`src/rtl/uart_pkg.sv`:
```
`default_nettype none
// ============================================================================
// Module      : uart_pkg
// Description : Types and constants shared by the UART receive/transmit
//               blocks: byte-assembly state, word type and the byte-state
//               successor function used by the assembler.
// Revision    : 1.0  initial release
// ============================================================================
package uart_pkg;

    localparam int BYTES_PER_WORD = 4;

    typedef logic [8*BYTES_PER_WORD-1:0] word_t;

    // Which byte lane the next received byte fills.
    typedef enum logic [1:0] {
        B0 = 2'd0,
        B1 = 2'd1,
        B2 = 2'd2,
        B3 = 2'd3
    } byte_state_t;

    function automatic byte_state_t next_byte_state(input byte_state_t s);
        byte_state_t n;
        case (s)
            B0:      n = B1;
            B1:      n = B2;
            B2:      n = B3;
            default: n = B0;
        endcase
        return n;
    endfunction

endpackage
`default_nettype wire

```
`src/rtl/uart_rx_word_buf_if.sv`:
```
`default_nettype none
// ============================================================================
// Module      : uart_rx_word_buf_if
// Description : Word hand-off bus from the receive word buffer to the core
//               loader. Valid/ready handshake; transfer when both are high.
//   word_data  : head word (driven by master)
//   word_valid : head word present (driven by master)
//   word_ready : consumer accepts head word (driven by slave)
// Revision    : 1.0  initial release
// ============================================================================
interface uart_rx_word_buf_if;
    import uart_pkg::*;

    word_t word_data;
    logic  word_valid;
    logic  word_ready;

    modport master (
        output word_data,
        output word_valid,
        input  word_ready
    );

    modport slave (
        input  word_data,
        input  word_valid,
        output word_ready
    );

endinterface
`default_nettype wire

```
`src/rtl/uart_word_fifo.sv`:
```
`default_nettype none
// ============================================================================
// Module      : uart_word_fifo
// Description : First-word-fall-through FIFO of word_t, depth 2**DEPTH_LOG2.
//               A push is accepted when the FIFO is not full, or when it is
//               full and a pop happens in the same cycle.
//   clk, rstn     : clock, asynchronous active-low reset
//   i_push        : push request, i_push_data is the candidate word
//   o_push_ok     : push request accepted this cycle
//   i_pop_req     : consumer ready; pops only while o_valid is high
//   o_data        : head word, zero while empty
//   o_valid       : FIFO non-empty (registered)
//   o_count       : number of stored words (registered)
// Revision    : 1.0  initial release
// ============================================================================
module uart_word_fifo
    import uart_pkg::*;
#(
    parameter int DEPTH_LOG2 = 4
) (
    input  wire logic                clk,
    input  wire logic                rstn,
    input  wire logic                i_push,
    input  wire word_t               i_push_data,
    output      logic                o_push_ok,
    input  wire logic                i_pop_req,
    output      word_t               o_data,
    output      logic                o_valid,
    output      logic [DEPTH_LOG2:0] o_count
);

    localparam int DEPTH = 1 << DEPTH_LOG2;
    localparam logic [DEPTH_LOG2:0]   C_DEPTH_CNT = (DEPTH_LOG2+1)'(DEPTH);
    localparam logic [DEPTH_LOG2:0]   C_CNT_ONE   = (DEPTH_LOG2+1)'(1);
    localparam logic [DEPTH_LOG2-1:0] C_PTR_ONE   = DEPTH_LOG2'(1);

    word_t                 r_mem [DEPTH];
    logic [DEPTH_LOG2-1:0] r_wr_ptr;
    logic [DEPTH_LOG2-1:0] r_rd_ptr;
    logic [DEPTH_LOG2:0]   r_count;
    logic                  r_valid;

    logic                  w_full;
    logic                  w_empty;
    logic                  w_pop;
    logic                  w_push;
    logic [DEPTH_LOG2:0]   w_count_nxt;

    assign w_full  = (r_count == C_DEPTH_CNT);
    assign w_empty = ~r_valid;
    assign w_pop   = r_valid & i_pop_req;
    // When full, the slot being freed by this cycle's pop is the one written.
    assign w_push  = i_push & (~w_full | w_pop);

    always_comb begin
        w_count_nxt = r_count;
        case ({w_push, w_pop})
            2'b10:   w_count_nxt = r_count + C_CNT_ONE;
            2'b01:   w_count_nxt = r_count - C_CNT_ONE;
            default: w_count_nxt = r_count;
        endcase
    end

    // Storage needs no reset: o_data is masked while empty.
    always_ff @(posedge clk) begin
        if (w_push) begin
            r_mem[r_wr_ptr] <= i_push_data;
        end
    end

    always_ff @(posedge clk or negedge rstn) begin
        if (!rstn) begin
            r_wr_ptr <= '0;
            r_rd_ptr <= '0;
            r_count  <= '0;
            r_valid  <= 1'b0;
        end else begin
            if (w_push) begin
                r_wr_ptr <= r_wr_ptr + C_PTR_ONE;
            end
            if (w_pop) begin
                r_rd_ptr <= r_rd_ptr + C_PTR_ONE;
            end
            r_count <= w_count_nxt;
            r_valid <= (w_count_nxt != '0);
        end
    end

    assign o_push_ok = w_push;
    assign o_data    = w_empty ? '0 : r_mem[r_rd_ptr];
    assign o_valid   = r_valid;
    assign o_count   = r_count;

endmodule
`default_nettype wire

```
`src/rtl/uart_rx_word_buf.sv`:
```
`default_nettype none
// ============================================================================
// Module      : uart_rx_word_buf
// Description : Packs received UART bytes little-endian into 32-bit words,
//               queues them in a FWFT FIFO and presents them on a valid/ready
//               word bus. Sticky overflow flag for words lost to a full FIFO.
//   clk, rstn    : clock, asynchronous active-low reset
//   rdata        : received byte, qualified by rdata_ready pulse
//   ferr         : framing-error level from the byte receiver
//   word_if      : word bus (master side): word_data/word_valid/word_ready
//   count        : words currently stored
//   overflow     : sticky, a completed word was dropped
//   ovf_clr      : clears overflow (and err); a same-cycle set wins
//   err          : sticky framing-error flag (only with the macro below)
// Configuration: define UART_RXBUF_FERR_DROP_EN to make a rising ferr discard
//               the partially assembled word and raise err.
// Revision    : 1.0  initial release
// ============================================================================
module uart_rx_word_buf
    import uart_pkg::*;
#(
    parameter int DEPTH_LOG2 = 4
) (
    input  wire logic                clk,
    input  wire logic                rstn,
    input  wire logic [7:0]          rdata,
    input  wire logic                rdata_ready,
    input  wire logic                ferr,
    uart_rx_word_buf_if.master       word_if,
    output      logic [DEPTH_LOG2:0] count,
    output      logic                overflow,
`ifdef UART_RXBUF_FERR_DROP_EN
    output      logic                err,
`endif
    input  wire logic                ovf_clr
);

    byte_state_t r_state;
    logic [23:0] r_pack;
    logic        r_overflow;

    logic        w_drop;
    logic        w_byte;
    logic        w_push_req;
    logic        w_push_ok;
    word_t       w_push_word;

`ifdef UART_RXBUF_FERR_DROP_EN
    logic r_ferr_q;
    logic r_err;

    // A rising framing error abandons the word in progress, including any
    // byte that arrives in the same cycle.
    assign w_drop = ferr & ~r_ferr_q;

    always_ff @(posedge clk or negedge rstn) begin
        if (!rstn) begin
            r_ferr_q <= 1'b0;
            r_err    <= 1'b0;
        end else begin
            r_ferr_q <= ferr;
            if (w_drop) begin
                r_err <= 1'b1;
            end else if (ovf_clr) begin
                r_err <= 1'b0;
            end
        end
    end

    assign err = r_err;
`else
    logic w_unused_ferr;

    assign w_drop        = 1'b0;
    assign w_unused_ferr = ferr;
`endif

    assign w_byte      = rdata_ready & ~w_drop;
    assign w_push_req  = w_byte & (r_state == B3);
    assign w_push_word = {rdata, r_pack};

    // Byte assembler: lane k of the word receives the byte seen in state Bk.
    always_ff @(posedge clk or negedge rstn) begin
        if (!rstn) begin
            r_state <= B0;
            r_pack  <= '0;
        end else if (w_drop) begin
            r_state <= B0;
            r_pack  <= '0;
        end else if (w_byte) begin
            case (r_state)
                B0:      r_pack[7:0]   <= rdata;
                B1:      r_pack[15:8]  <= rdata;
                B2:      r_pack[23:16] <= rdata;
                default: r_pack        <= r_pack;
            endcase
            r_state <= next_byte_state(r_state);
        end
    end

    always_ff @(posedge clk or negedge rstn) begin
        if (!rstn) begin
            r_overflow <= 1'b0;
        end else if (w_push_req && !w_push_ok) begin
            r_overflow <= 1'b1;
        end else if (ovf_clr) begin
            r_overflow <= 1'b0;
        end
    end

    uart_word_fifo #(
        .DEPTH_LOG2 (DEPTH_LOG2)
    ) u_fifo (
        .clk         (clk),
        .rstn        (rstn),
        .i_push      (w_push_req),
        .i_push_data (w_push_word),
        .o_push_ok   (w_push_ok),
        .i_pop_req   (word_if.word_ready),
        .o_data      (word_if.word_data),
        .o_valid     (word_if.word_valid),
        .o_count     (count)
    );

    assign overflow = r_overflow;

endmodule
`default_nettype wire

```
`src/flat_wrapper.sv`:
```
// flat-port wrapper written by rule: the top's interface ports become plain ports
module uart_rx_word_buf_flat import uart_pkg::*;
#(
    parameter int DEPTH_LOG2 = 4
)
  (clk, rstn, rdata, rdata_ready, ferr, count, overflow, ovf_clr, word_if_word_data, word_if_word_valid, word_if_word_ready);
  uart_rx_word_buf_if word_if_i ();
  input  wire logic clk;
  input  wire logic rstn;
  input  wire logic [7:0] rdata;
  input  wire logic rdata_ready;
  input  wire logic ferr;
  output      logic [DEPTH_LOG2:0] count;
  output      logic overflow;
  input  wire logic ovf_clr;
  output wire logic [$bits(word_if_i.word_data)-1:0] word_if_word_data;
  output wire logic [$bits(word_if_i.word_valid)-1:0] word_if_word_valid;
  input wire logic [$bits(word_if_i.word_ready)-1:0] word_if_word_ready;
  assign word_if_word_data = word_if_i.word_data;
  assign word_if_word_valid = word_if_i.word_valid;
  assign word_if_i.word_ready = word_if_word_ready;
  uart_rx_word_buf #(.DEPTH_LOG2(DEPTH_LOG2)) u_core (.clk(clk), .rstn(rstn), .rdata(rdata), .rdata_ready(rdata_ready), .ferr(ferr), .word_if(word_if_i), .count(count), .overflow(overflow), .ovf_clr(ovf_clr));
endmodule
```
`config.mk`:
```
export PLATFORM = sky130hd
export DESIGN_NAME = uart_rx_word_buf_flat
export DESIGN_NICKNAME = d
export VERILOG_FILES = /design/src/rtl/uart_pkg.sv /design/src/rtl/uart_rx_word_buf_if.sv /design/src/rtl/uart_word_fifo.sv /design/src/rtl/uart_rx_word_buf.sv /design/src/flat_wrapper.sv
export SDC_FILE = /design/constraint.sdc
export NUM_CORES = 1
export LEC_CHECK = 0
export ABC_AREA = 1
export CAP_MARGIN = 20
export CORE_MARGIN = 4
export CORE_UTILIZATION = 49
export CTS_CLUSTER_SIZE = 30
export DETAILED_ROUTE_END_ITERATION = 6
export DONT_BUFFER_PORTS = 1
export PLACE_DENSITY = 0.61
export RECOVER_POWER = 50
export SKIP_CTS_REPAIR_TIMING = 1
export SLEW_MARGIN = 0
export SYNTH_ARGS = -nofsm -noshare
export SYNTH_HDL_FRONTEND = slang
export SYNTH_HIERARCHICAL = 1
export SYNTH_SLANG_ARGS = --single-unit
```
`constraint.sdc`:
```
create_clock -name clk -period 3.2 [get_ports clk]
set_input_delay 0.32 -clock clk [delete_from_list [all_inputs] [get_ports clk]]
set_output_delay 0.32 -clock clk [all_outputs]
set_load 0.005 [all_outputs]
```
==> flow_metrics.tcl, run 1 <==
set metrics [dict create \
    cts_tree "done" \
    initial_core_util_pct 50.0 \
    status "finished, final reports clean" \
    wire_per_inst_um 21.9 \
    crit_path_max_fanout 90 \
    slowest_delay_ns 0.77 \
    rrSetupSlack_ns 0.30 \
    relSlewSlack_pct 23.8 \
    critical_path_required_ns 2.88 \
    die_h_um 221 \
    layout-drive-gt1-share_pct 8.15 \
    drc_errors 0 \
    clkTransAtPathRegs_ns 0.06 \
    placed_area_um2 22900 \
    hp-class "in -> reg" \
    grt_setup_unrepaired "false" \
    synth_nets 1799 \
    period_needed_ns 3.05 \
    finalPower_w 0.0231 \
    ys_top_cells_by_area "edfxtp_1, nor2_1, dfrtp_1" \
    cts_buffer_depth 3 \
    synth_ff_type "edfxtp_1" \
    syn_inst 1772 \
    gp_congestion 0.767 \
    synth.distinct_cells 25 \
    synth_most_common_cell "edfxtp_1" \
    ys_seq_elements 553 \
    ys_warn_count 6 \
    finalHoldViolCount 0 \
    dp_hpwl_mm 27.0 \
    synthArstFlopShare_pct 7.41 \
    num_rows 77 \
    drt_iter0_drc 1231 \
    start_kind "register" \
    cp_num_buf_inv 2 \
    clock_skew_ns 0.0106 \
    ios 53 \
    synth_top_area_cell "edfxtp_1" \
    crit_family "flip-flops" \
    finalCritPeriodShare_pct 95.4 \
    cts_sinks 553 \
    grt_overflow_total 0 \
    cap_violations 0 \
    netlist_top_cells_count "edfxtp_1, nor2_1, o21ai_0" \
    tightest_slew_ns 1.14 \
    cts-root-buf "clkbuf_16" \
    grt_antenna_before_repair 1 \
    cp-end-kind "output pin" \
    hp-start "rdata_ready" \
    cpMaxStageDelayCell "dfrtp_4" \
    worst_hold_slack_ns 0.0547 \
    synth_edf_count 512 \
    clk_latency_ns 0.60 \
    fmax_mhz 328 \
    grt_pass1_vias 13400 \
    core_um2 44600 \
    final_core_util_pct 55.9 \
    worst_slack_ns 0.148 \
    vias_per_cell 5.73 \
    finalMaxSlewViolations 0 \
    power_density_nw_per_um2 927 \
    hold_end "u_core/r_pack[4]" \
    fin_area_um2 24900 \
    irDropWorstVdd_mv 0.553 \
    port_buffers 0 \
    wl_mm 52.7 \
    drt_first_pass_iters 5 \
    synth_area_per_cell_um2 12.6 \
    die_w_um 221 \
    synth_area_um2 22300 \
    grt_use_total_pct 21.0 \
    grt_pass1_wl_mm 80.8 \
    r2r-start "u_core/r_state[0]" \
    synth_top_area_share_pct 69.0 \
    setup_viol 0 \
    post-place-ws_ns 0.275 \
    r2r_cells 8 \
    final_nets 1798 \
    min_path_cells 3 \
    critPathArrivalTime_ns 2.73 \
    crit_type "reg -> out" \
    grt_max_degree 180 \
    numCtsBuffers 55 \
    ant_nets 0 \
    htree_levels 2 \
    die-area_um2 49000 \
    crit_start "u_core/u_fifo/r_rd_ptr[1]" \
    route.vias.total 13800 \
    timing.rr.end "u_core/u_fifo/r_mem[2][12]" \
    crit_cells 6 \
    syn2layout_area_growth_pct 11.9 \
    crit_chain "buf_12 > o21ai_0 > o211ai_1 > nand3_1 > a21oi_1 > buf_4" \
    seq_area_frac_synth_pct 73.6 \
    leakagePower_nw 8.36 \
]
==> worst register-to-register path: cells and delay by family, from the launching register on <==
kind / cells / cell delay, ns
compound gates: 1 / 0.18
flops: 1 / 0.40
buf+inv: 3 / 0.63
fa+ha+maj: 1 / 0.22
simple gates: 3 / 1.18
==> registers in the layout (all words and copies together) (netlist names) <==
name                    cells
u_core/overflow             1
u_core/r_pack              24
u_core/r_state              2
u_core/u_fifo/o_count       5
u_core/u_fifo/o_valid       1
u_core/u_fifo/r_mem       512
u_core/u_fifo/r_rd_ptr      4
u_core/u_fifo/r_wr_ptr      4
==> cell type report <==
| type | instances | area, um2 |
|---|---|---|
| antenna | 1 | 2.50 |
| clock buffer | 79 | 1580 |
| clock inverter | 24 | 214 |
| fill | 3553 | 19700 |
| inverter | 29 | 116 |
| multi-input combinational | 1075 | 5220 |
| sequential | 553 | 16400 |
| tap | 592 | 741 |
| timing repair buffer | 57 | 662 |
==> per-stage QoR <==
stage / setup TNS, ns / instances
floorplan: 0 / 1772
global placement: 0 / 2291
detailed placement: 0 / 2291
CTS: -0.0120 / 2394
global route: 0 / 2410
finish: 0 / 2410
==> layer usage <==
layer  wire [um]  vias to the layer above  GRT usage, %
met3        3220                       74          4.19
met4        1280                        0          5.58
met1       23100                     6909          29.3
met2       25100                      437          34.2
met5           0                        -             0
li1            -                     6399             -
==> worst max path at each step <==
| stage | endpoint | slack, ns |
|---|---|---|
| after floorplan | u_core/u_fifo/r_mem[11][0] | 0.36 |
| after global placement | u_core/u_fifo/r_mem[10][13] | 0.39 |
| after detailed placement | u_core/u_fifo/r_mem[10][11] | 0.27 |
| after CTS | word_if_word_data[16] | -0.01 |
| after global routing | word_if_word_data[5] | 0.01 |
| final | word_if_word_data[5] | 0.15 |
==> cells in the final DEF (no fill, tap or decap), drive strengths merged, types with 8 or more instances in the layout <==
cell type and instances:
o211ai 96, buf 45, nand3 130, inv 28
dlygate4sd3 11, clkbuf 80, o21ai 261, ha 12
nor2 437, xor2 8, dfrtp 41, edfxtp 512
a21oi 34, clkinv 20, nand2 94
==> cell families after synthesis <==
| family | share of synthesized area (%) |
|---|---|
| buffers and inverters | 3.43 |
| DFF | 73.6 |
| adders and majority gates | 0.764 |
| and+or+nand+nor | 12.0 |
| AOI/OAI and AO/OA | 9.86 |
| xor gates and xnor gates | 0.314 |
==> power breakdown <==
part	switching, W	leakage [nW]	total, W	internal, W
Combinational	0.00472	2.35	0.00687	0.00215
Clock	0.00263	0.875	0.00636	0.00374
Sequential	0.000902	5.14	0.00988	0.00898
No activity file was read; power rests on OpenSTA's default activity.
==> run 2: changes to the inputs <==
--- a/config.mk
+++ b/config.mk
@@ -20,3 +20,2 @@
 export SYNTH_HDL_FRONTEND = slang
-export SYNTH_HIERARCHICAL = 1
 export SYNTH_SLANG_ARGS = --single-unit
==> constraint.sdc (replaced) <==
create_clock -name clk -period 3.2 [get_ports clk]
set_input_delay 0.48 -clock clk [delete_from_list [all_inputs] [get_ports clk]]
set_output_delay 0.48 -clock clk [all_outputs]
set_load 0.005 [all_outputs]
==> flow_metrics.tcl, run 2 <==
set metrics [dict create \
    route.vias.total 13700 \
    synth_area_um2 22100 \
    synth_most_common_cell "edfxtp_1" \
    initial_core_util_pct 49.8 \
    rrSetupSlack_ns 0.62 \
    die_w_um 221 \
    ys_warn_count 0 \
    syn_inst 1744 \
    fmax_mhz 327 \
    seq_area_frac_synth_pct 74.1 \
    timing.rr.end "u_core.u_fifo.r_mem[12][17]" \
    tightest_slew_ns 0.741 \
    finalCritPeriodShare_pct 95.7 \
    grt_antenna_before_repair 1 \
    crit_type "reg -> out" \
    final_common_cell "edfxtp_1" \
    grt_use_total_pct 22.2 \
    netlist_top_cells_count "edfxtp_1, nor2_1, o21ai_0" \
    hold_end "u_core.r_state[1]" \
    synth.distinct_cells 23 \
    cpMostUsedCell "nor2_1" \
    cpMaxStageDelayCell "dfrtp_4" \
    die_h_um 221 \
    relSlewSlack_pct 50.6 \
    synth_edf_count 512 \
    clkTransAtPathRegs_ns 0.06 \
    layout_common_cells "edfxtp_1, nor2_1, o21ai_0, nand2_1, o211ai_1" \
    crit_path_max_fanout 136 \
    vias_per_cell 5.69 \
    ant_nets 0 \
    grt_pass1_vias 13400 \
    critical_path_required_ns 2.72 \
    drt_iter0_drc 1344 \
    synth_top_area_share_pct 69.5 \
    core_um2 44400 \
    synth_ff_type "edfxtp_1" \
    hp-start "rdata_ready" \
    leakagePower_nw 8.52 \
    final_nets 1794 \
    cap_violations 0 \
    drt_first_pass_iters 5 \
    ios 53 \
    cts_sinks 553 \
    r2r_cells 6 \
    ys_seq_elements 553 \
    slowest_delay_ns 0.50 \
    grt_setup_unrepaired "false" \
    largest_reg_flops 512 \
    cp-end-kind "output pin" \
    setup_viol 0 \
    cts_tree "done" \
    die-area_um2 48600 \
    syn2layout_area_growth_pct 13.8 \
    drc_errors 0 \
    wire_per_inst_um 22.5 \
    placed_cells 2289 \
    tns_ns 0 \
    worst_hold_slack_ns 0.00200 \
    top_register "u_core.u_fifo.r_mem" \
    clock_skew_ns 0.0164 \
    period_needed_ns 3.06 \
    synth_area_per_cell_um2 12.7 \
    finalHoldViolCount 0 \
    hp-class "in -> reg" \
    synth_nets 1771 \
    cts-root-buf "clkbuf_16" \
    layout-drive-gt1-share_pct 10.2 \
    wl_mm 54.3 \
    n_fill_cell 3492 \
    grt_overflow_total 0 \
    power_density_nw_per_um2 941 \
    final_core_util_pct 56.7 \
    synthArstFlopShare_pct 7.41 \
    irDropWorstVdd_mv 0.728 \
    instances_no_fill 2408 \
    finalMaxSlewViolations 0 \
    crit_chain "buf_16 > nor2_1 > nor2_1 > o21ai_0 > o211ai_1 > nand3_1 > a21oi_1 > buf_4" \
    min_path_cells 1 \
    r2r-start "u_core.r_state[0]" \
    grt_max_degree 137 \
    cts_buffer_depth 3 \
    htree_levels 2 \
    dp_hpwl_mm 27.1 \
    grt_pass1_wl_mm 81.2 \
    numCtsBuffers 55 \
    status "finished, final reports clean" \
    start_kind "register" \
    clk_latency_ns 0.61 \
    ys_top_cells_by_area "edfxtp_1, nor2_1, dfrtp_1" \
    gp_congestion 0.761 \
    num_rows 77 \
    critPathArrivalTime_ns 2.58 \
    port_buffers 0 \
    synth_top_area_cell "edfxtp_1" \
]
## run 2: cell types whose count changed after synthesis, moves of 5 or more
| cell | delta |
|---|---|
| o211ai_1 | +22 |
| o21ai_1 | -23 |
| buf_6 | -9 |
| buf_1 | +7 |
| nand2_1 | +53 |
| nor2_1 | -71 |
| inv_1 | +5 |
| o21ai_0 | +23 |
| nor3_1 | +12 |
| nand3_1 | -41 |
## run 2: cell type report
| class | count | area (um2) | share of cell area, % |
|---|---|---|---|
| antenna | 2 | 5.00 | 0.0199 |
| clock buffer | 68 | 1500 | 5.94 |
| clock inverter | 36 | 475 | 1.89 |
| inverter | 33 | 129 | 0.512 |
| multi-input combinational | 1046 | 5120 | 20.3 |
| sequential | 553 | 16400 | 65.2 |
| tap | 592 | 741 | 2.94 |
| timing repair buffer | 78 | 813 | 3.23 |
## run 2: kinds of logic after synthesis
family	Yosys count	share of synthesized area, %
XOR/XNOR	6	0.237
buffers and inverters	145	3.20
flip-flops	553	74.1
AND/OR/NAND/NOR	612	11.0
adder cells (fa/ha/maj)	13	0.769
AO/OA/AOI/OAI	415	10.7
## run 2: per-stage QoR
stage	total power, W	setup slack, ns	instance area (um2)
after floorplan	0.0144	-0.537	22100
after global placement	0.0166	0.644	23000
after detailed placement	0.0168	0.612	23000
after CTS	0.0237	-0.0403	25000
after global routing	0.0250	0.00811	25200
final	0.0237	0.138	25200
## run 2: worst max path at each step
stage               depth (start not counted)  slack, ns                         end                       from
global placement                            7       0.64       word_if_word_data[29]  u_core.u_fifo.r_rd_ptr[1]
detailed placement                          7       0.61       word_if_word_data[29]  u_core.u_fifo.r_rd_ptr[1]
global route                                7      0.008        word_if_word_data[6]  u_core.u_fifo.r_rd_ptr[0]
CTS                                         7      -0.04       word_if_word_data[29]  u_core.u_fifo.r_rd_ptr[1]
finish                                      8       0.14       word_if_word_data[11]  u_core.u_fifo.r_rd_ptr[0]
floorplan                                   5      -0.54  u_core.u_fifo.r_mem[10][0]         word_if_word_ready
## run 2: where the power goes
part	switching (W)	total [W]	leakage, nW	internal, W
sequential	0.000833	0.00981	5.14	0.00898
clock	0.00272	0.00693	0.968	0.00421
combinational	0.00467	0.00696	2.41	0.00230
total	0.00822	0.0237	8.52	0.0155
## run 2: routing by layer
| metal | vias to the layer above | part of all wire [%] | routed length, um | GRT usage (%) |
|---|---|---|---|---|
| met3 | 86 | 6.4 | 3500 | 4.64 |
| met5 | - | 0 | 0 | 0 |
| met1 | 6786 | 43 | 23500 | 30.8 |
| met4 | 0 | 2.7 | 1460 | 6.72 |
| met2 | 444 | 48 | 25800 | 35.7 |
| li1 | 6380 | - | - | - |
## run 2: critical path, delay by kind of cell (launching register included)
family                 cells  cell delay, ns
buffers and inverters      2            0.52
flip-flops                 1            0.50
AO/OA/AOI/OAI              3            0.43
AND/OR/NAND/NOR            3            0.32
==> run 3: changes to the inputs <==
HOLD_SLACK_MARGIN = 0.1   (was not set)
==> flow_metrics.tcl, run 3 (synthesized netlist as in run 2, its figures left out) <==
set metrics [dict create \
    ant_nets 0 \
    critPathArrivalTime_ns 2.59 \
    min_path_cells 2 \
    hp-class "in -> reg" \
    n_fill_cell 3492 \
    slowest_delay_ns 0.62 \
    largest_reg_flops 512 \
    top_register "u_core.u_fifo.r_mem" \
    grt_max_degree 137 \
    die_h_um 221 \
    timing.rr.end "u_core.u_fifo.r_mem[12][17]" \
    grt_antenna_before_repair 1 \
    wire_per_inst_um 22.5 \
    finalPower_w 0.0237 \
    crit_family "compound AO/OA/AOI/OAI gates" \
    hold_end "u_core.r_pack[23]" \
    cts-root-buf "clkbuf_16" \
    multi_input_area_um2 5120 \
    port_buffers 0 \
    route.vias.total 13800 \
    finalHoldViolCount 0 \
    die-area_um2 48600 \
    r2r-start "u_core.r_state[0]" \
    tns_ns 0 \
    clkTransAtPathRegs_ns 0.06 \
    num_rows 77 \
    power_density_nw_per_um2 941 \
    drt_iter0_drc 1356 \
    final_nets 1794 \
    placed_area_um2 23000 \
    crit_type "reg -> out" \
    layout-drive-gt1-share_pct 10.2 \
    hp-start "rdata[7]" \
    grt_pass1_wl_mm 81.2 \
    ios 53 \
    finalMaxSlewViolations 0 \
    gp_congestion 0.761 \
    layout_common_cells "edfxtp_1, nor2_1, o21ai_0, nand2_1, o211ai_1" \
    worst_hold_slack_ns 0.152 \
    period_needed_ns 3.07 \
    start_kind "register" \
    cts_sinks 553 \
    wl_mm 54.2 \
    r2r_cells 6 \
    finalCritPeriodShare_pct 95.8 \
    rrSetupSlack_ns 0.60 \
    vias_per_cell 5.71 \
    cts_buffer_depth 3 \
    final_common_cell "edfxtp_1" \
    clock_skew_ns 0.0137 \
    grt_overflow_total 0 \
    drt_first_pass_iters 6 \
    htree_levels 2 \
    worst_slack_ns 0.134 \
    relSlewSlack_pct 50.5 \
    tightest_slew_ns 0.742 \
    fmax_mhz 326 \
    status "finished, final reports clean" \
    setup_viol 0 \
    fin_area_um2 25200 \
    critical_path_required_ns 2.72 \
    cap_violations 0 \
    cts_tree "done" \
    grt_setup_unrepaired "false" \
    cp-end-kind "output pin" \
    crit_chain "buf_16 > o21ai_0 > o211ai_1 > nand3_1 > a21oi_1 > buf_4" \
    dp_hpwl_mm 27.1 \
    post-place-ws_ns 0.612 \
    cpMaxStageDelayCell "dfrtp_4" \
    grt_pass1_vias 13400 \
    leakagePower_nw 8.52 \
    crit_start "u_core.u_fifo.r_rd_ptr[1]" \
    die_w_um 221 \
    numCtsBuffers 55 \
    crit_path_max_fanout 82 \
    grt_use_total_pct 22.2 \
    clk_latency_ns 0.60 \
    cp_num_buf_inv 2 \
    syn2layout_area_growth_pct 13.8 \
    initial_core_util_pct 49.8 \
    core_um2 44400 \
    irDropWorstVdd_mv 0.728 \
    seqCellArea_um2 16400 \
    drc_errors 0 \
]
-- run 3: final cells by class --
cell class	instances	area share [%]
inverters	33	0.512
diodes	2	0.0199
flip-flops and latches	553	65.2
well taps	592	2.94
repair buffers	78	3.23
multi-input cells	1046	20.3
clock inverters	36	1.89
clock buffers	68	5.94
-- run 3: power by group --
part	total [W]	internal, W	switching (W)
combinational	0.00696	0.00230	0.00466
sequential	0.00981	0.00898	0.000833
clock	0.00693	0.00421	0.00272
-- run 3: routing by layer --
layer	global-route usage [%]	wire length, um
met5	0	0
met4	6.72	1460
met3	4.64	3850
met2	35.7	25900
met1	30.8	23000
-- run 3: metrics by stage --
step	util [%]	cells
3_5_place_dp	51.9	2289
3_3_place_gp	51.9	2289
5_1_grt	56.7	2407
4_1_cts	56.3	2393
2_1_floorplan	-	1744
6_report	56.7	2408
-- run 3: worst max path at each step --
stage | end | cells after the start | slack (ns)
2_1_floorplan | u_core.u_fifo.r_mem[10][0] | 5 | -0.54
3_3_place_gp | word_if_word_data[29] | 7 | 0.64
3_5_place_dp | word_if_word_data[29] | 7 | 0.61
4_1_cts | word_if_word_data[29] | 7 | -0.04
5_1_grt | word_if_word_data[6] | 7 | 0.008
6_report | word_if_word_data[29] | 6 | 0.13
